## config.mk

```make
export PLATFORM = sky130hd
export DESIGN_NAME = duty_ramp
export DESIGN_NICKNAME = d
export VERILOG_FILES = /design/src/rtl/duty_ramp.sv
export SDC_FILE = /design/constraint.sdc
export NUM_CORES = 1
export LEC_CHECK = 0
export ABC_AREA = 1
export BUFFER_PORTS_ARGS = -buffer_cell sky130_fd_sc_hd__buf_2
export CAP_MARGIN = 10
export CORE_MARGIN = 1
export CORE_UTILIZATION = 35
export CTS_BUF_LIST = sky130_fd_sc_hd__clkbuf_4 sky130_fd_sc_hd__clkbuf_8
export CTS_CLUSTER_DIAMETER = 200
export DETAILED_ROUTE_END_ITERATION = 16
export PLACE_DENSITY_LB_ADDON = 0.2
export SYNTH_ARGS = -nofsm -noshare
export SYNTH_HDL_FRONTEND = slang
export SYNTH_SLANG_ARGS = --single-unit
```

## constraint.sdc

```tcl
create_clock -name clk -period 4.1 [get_ports clk]
set_clock_uncertainty 0.05 [all_clocks]
set_input_delay 0.205 -clock clk [delete_from_list [all_inputs] [get_ports clk]]
set_output_delay 0.205 -clock clk [all_outputs]
set_load 0.03 [all_outputs]
```

## src/rtl/duty_ramp.sv

```systemverilog
// Slew-rate limiter for a PWM duty input: walks the applied duty toward a
// requested target by a programmable step once per prescaler period.
module duty_ramp #(
  parameter int WIDTH = 10,
  parameter int DIV   = 1024
) (
  input  logic             clk,
  input  logic             rst,
  input  logic [WIDTH-1:0] tgt_duty,
  input  logic             tgt_vld,
  input  logic [3:0]       step,
  input  logic             estop,
  output logic [WIDTH-1:0] duty,
  output logic             busy,
  output logic             at_tgt
);

  localparam int CNT_W = (DIV > 1) ? $clog2(DIV) : 1;

  typedef enum logic [1:0] {IDLE, UP, DOWN} state_t;

  state_t           state_q, state_d;
  logic [CNT_W-1:0] cnt_q, cnt_d;
  logic [WIDTH-1:0] duty_q, duty_d;
  logic [WIDTH-1:0] tgt_q, tgt_d;

  logic             tick;
  logic [3:0]       step_eff;
  logic [WIDTH:0]   step_ext;
  logic [WIDTH:0]   sum;
  logic [WIDTH:0]   gap;

  // NOTE: every variable gets a default at the top of the block, so no path
  // through the comb logic can leave one unassigned and infer a latch.
  always_comb begin
    step_eff = (step == 4'd0) ? 4'd1 : step;
    step_ext = {{(WIDTH-3){1'b0}}, step_eff};
    tick     = (cnt_q == CNT_W'(DIV - 1));
    sum      = {1'b0, duty_q} + step_ext;
    gap      = {1'b0, duty_q} - {1'b0, tgt_q};

    cnt_d   = tick ? '0 : cnt_q + CNT_W'(1);
    tgt_d   = tgt_vld ? tgt_duty : tgt_q;
    duty_d  = duty_q;
    state_d = IDLE;

    // Direction comes from the live comparison rather than the state, so a
    // target reversal that lands right before a tick never jumps the duty.
    if (tick) begin
      if (tgt_q > duty_q) begin
        duty_d = (sum >= {1'b0, tgt_q}) ? tgt_q : sum[WIDTH-1:0];
      end else if (tgt_q < duty_q) begin
        duty_d = (gap <= step_ext) ? tgt_q : duty_q - step_ext[WIDTH-1:0];
      end
    end

    // Same transition rule from every state: the registered comparison picks
    // the next state, which is why busy trails at_tgt by one edge.
    case (state_q)
      IDLE, UP, DOWN: begin
        if (tgt_q > duty_q)      state_d = UP;
        else if (tgt_q < duty_q) state_d = DOWN;
        else                     state_d = IDLE;
      end
      default: state_d = IDLE;
    endcase

    if (estop) begin
      cnt_d   = '0;
      tgt_d   = '0;
      duty_d  = '0;
      state_d = IDLE;
    end
  end

  // NOTE: sequential state uses non-blocking assignments only, so every flop
  // samples pre-edge values regardless of statement order.
  always_ff @(posedge clk or posedge rst) begin
    if (rst) begin
      state_q <= IDLE;
      cnt_q   <= '0;
      duty_q  <= '0;
      tgt_q   <= '0;
    end else begin
      state_q <= state_d;
      cnt_q   <= cnt_d;
      duty_q  <= duty_d;
      tgt_q   <= tgt_d;
    end
  end

  assign duty   = duty_q;
  assign busy   = (state_q != IDLE);
  assign at_tgt = (duty_q == tgt_q);

endmodule
```

==> summary.md <==
| Metric | Value |
|---|---|
| Status | finished clean |
| Initial core utilization | 35.99% |
| Root buffer cell | clkbuf_8 |
| Final hold violation count | 0 |
| Post-Syn Instances | 505 |
| Routability congestion estimate from global placement | 0.8604 |
| Vias per inst | 4.872 |
| First-pass GRT wire length | 15.73 mm |
| P per Cell Area | 861.3 nW/um^2 |
| Hold Path Depth | 3 |
| Final #Nets | 586 |
| Worst path cell trace | ha_1 > inv_1 > nand2_1 > nor3_1 > nand2_1 > nand2_1 > nand2_1 > nand2_1 > inv_1 > ha_1 > nand2_1 > nor2_1 > nand2_1 > nand2_1 > nand2_1 > nand2_1 > nand2_2 > nand3_1 > nand2_1 > nor2_1 > nor2_2 > nand2_1 > nand2_1 |
| GRT Util Overall | 20.11% |
| N_diodes | 0 |
| Period utilisation layout | 80.67% |
| Syn Nets | 559 |
| Ys async rst share | 100.0% |
| Row cnt | 35 |
| P_leak | 2.063 nW |
| Worst reg2reg path depth | 23 |
| CTS tree | built |
| Vert. Die Dim | 99.48 um |
| Initial antenna violation count | 0 |
| Met3 wire length | 441 um |
| Detail Placement HPWL | 7.411 mm |
| Synth Area in Compound Gates | 7.073% |
| Max cap viols | 0 |
| Ys flop type | dfrtp_1 |
| Max incr delay on CP | 470 ps |
| Cell family with most CP delay | simple AND/OR/NAND/NOR gates |
| Tmin final | 3307 ps |
| Fin util | 40.09% |
| Global-route congestion overflow total | 0 |
| Hold Path Class | in -> reg |
| Kind of critical path | reg -> reg |
| 1st-iter DRT viols | 176 |
| Peak supply drop | 0.3521 mV |
| Die area | 9896 um^2 |
| # IOs | 30 |
| Clk buf depth | 2 |
| Final ANT Viol Nets | 0 |
| Synth Area in Simple Gates | 39.05% |
| Vias | 3225 |
| Largest family of logic cells by synthesized area | simple AND/OR/NAND/NOR gates |
| Remaining DRCs | 0 |
| Post-CTS sizing | 0 |
| Worst path most repeated cell | nand2_1 |
| Share of cells above drive strength 1 | 11.44% |
| H-tree depth | 2 |
| Vias in the first global route | 3101 |
| Synth Cell Area | 3326 um^2 |
| Num CTS Buffers | 5 |
| Crit Path Max Fanout | 19 |
| Yosys cell types | 37 |
| Ranking of synthesized cells by area | dfrtp_1 (24%), nand2_1 (16%), ha_1 (12%) |
| Fin Setup TNS | 0 ps |
| Register area share after synthesis | 24.08% |
| Startpoint types | register |
| Measured slew at the worst slew-check pin | 506.5 ps |
| Bufs and invs on worst path | 2 |
| Xor/xnor share of the synthesized area | 4.740% |
| Post-synth EDFFs | 0 |
| Synthesized area per cell | 6.586 um^2 |
| Post-Synth Adder-Cell Area | 14.22% |
| Worst-skew pair later-pin latency | 290 ps |
| Crit. path cell count | 23 |
| PortBufs | 29 |
| Met1 wire length | 4.710 mm |
| WL/cell | 14.31 um |
| RSZ-0062 raised after global routing | no |
| Met2 wire length | 4.226 mm |
| Post-Route WL | 9.471 mm |
| Layout area overhead | 11.40% |
| WP data required | 4240 ps |
| Setup Buffers After CTS | 0 |
| Fmax achieved | 302.4 MHz |
| Core ar. | 9240 um^2 |
| Portion of netlist area occupied by mux cells | 0% |
| Number of synthesized register bits | 32 |
| CP max-delay cell | dfrtp_1 |
| Post-synth top area share | 24.08% |
| Slew margin rel. | 66.19% |
| Top routing layer used | met4 |
| Ys Warns | 0 |
| Largest net degree at the start of global routing | 33 |
| Final setup fails | 0 |
| TritonCTS sink count | 32 |
| Arrival time at the worst endpoint | 3450 ps |
| Width of the die | 99.48 um |
| Final Max Slew Viols | 0 |
| CP endpoint kind | register |
| Area leader, netlist | dfrtp_1 |
| DRT Pass-1 Iters | 4 |
| Clk slew on worst S/H paths | 80 ps |
==> timing repair <==
| action | in CTS | in global routing |
|---|---|---|
| hold endpoints to repair | 32 | 0 |
| hold buffers | 1 | 0 |
| setup endpoints to repair | 0 | 0 |
==> report_power, final <==
group / switching [mW] / total (mW) / internal (mW)
logic: 1.57 / 2.37 / 0.798
clock network: 0.132 / 0.312 / 0.180
registers: 0.131 / 0.511 / 0.380
total: 1.83 / 3.19 / 1.36
==> tightest hold or removal path: stages <==
cell	delay [ps]
buf_2	80
nand3_1	60
o21ai_0	70
==> final timing paths <==
path	startpoint	end	slack (ps)
worst max-delay path	duty[3]	duty[2]	790
worst min-delay path	tgt_duty[0]	tgt_q[0]	100
worst max register to register	duty[3]	duty[2]	790
worst min register to register	cnt_q[8]	cnt_q[8]	440
max in group asynchronous	rst	duty[3]	3200
min in group asynchronous	rst	cnt_q[5]	490
==> synth_stat cells (5+ instances only) <==
library cell    n
dfrtp_1        32
o21ai_0        12
xor2_1         16
nand3b_1        5
buf_2           6
ha_1           33
nand3_1        59
inv_1          75
a21oi_1        21
nand4_1        16
nand2_1       142
nor2_1         43
==> sequential cells by signal, indices dropped and copies added, names as in the netlist <==
name	cells
cnt_q	10
duty	10
state_q	2
tgt_q	10
==> logic make-up (layout without fill, tap and decap cells) <==
family | count (synthesis) | after routing
buffers and inverters | 90 | 118
xor gates and xnor gates | 18 | 18
DFF | 32 | 32
AOI/OAI and AO/OA | 42 | 42
and+or+nand+nor | 287 | 287
adders and majority gates | 36 | 36
==> through the flow <==
stage | power [mW] | instance area (um^2) | hold slack, ps | std cells | setup slack, ps
4_1_cts | 3.184 | 3705 | 98.34 | 662 | 813.6
2_1_floorplan | 2.321 | 3326 | 221.4 | 505 | 1035
3_5_place_dp | 2.856 | 3583 | 267.1 | 653 | 586.3
3_3_place_gp | 2.852 | 3583 | 268.0 | 653 | 587.6
5_1_grt | 3.524 | 3705 | 106.7 | 662 | 365.8
6_report | 3.191 | 3705 | 101.6 | 662 | 792.6
==> routing by layer <==
metal | global-route usage (%) | up-vias
met2 | 32.05 | 58
li1 | - | 1676
met5 | 0 | -
met1 | 28.85 | 1483
met4 | 4.186 | 0
met3 | 2.952 | 8
==> final cells by class <==
cell class	instances	area [um^2]
timing repair buffer	33	177.7
tap	129	161.4
inverter	77	289.0
clock buffer	5	68.82
clock inverter	3	42.54
multi-input combinational	383	2165
sequential	32	800.8
fill	987	5535
==> cell usage in the layout (no fill, tap or decap), types with 2 or more instances in the layout <==
cell / instances
inv_1: 75
dfrtp_1: 32
nand2_2: 3
o21ai_0: 12
xnor2_1: 2
nand3b_1: 5
nor3_2: 2
nand3_1: 59
nand3_2: 2
a21o_1: 2
or2_2: 2
nor2_2: 4
fa_1: 3
buf_4: 3
o21ai_2: 2
nand2_1: 142
buf_2: 29
ha_1: 33
a21oi_1: 21
nand4_1: 16
o21bai_1: 2
clkbuf_8: 5
nor3_1: 3
xor2_1: 16
nor2_1: 43
inv_2: 2
(Power assumes the default switching activity.)
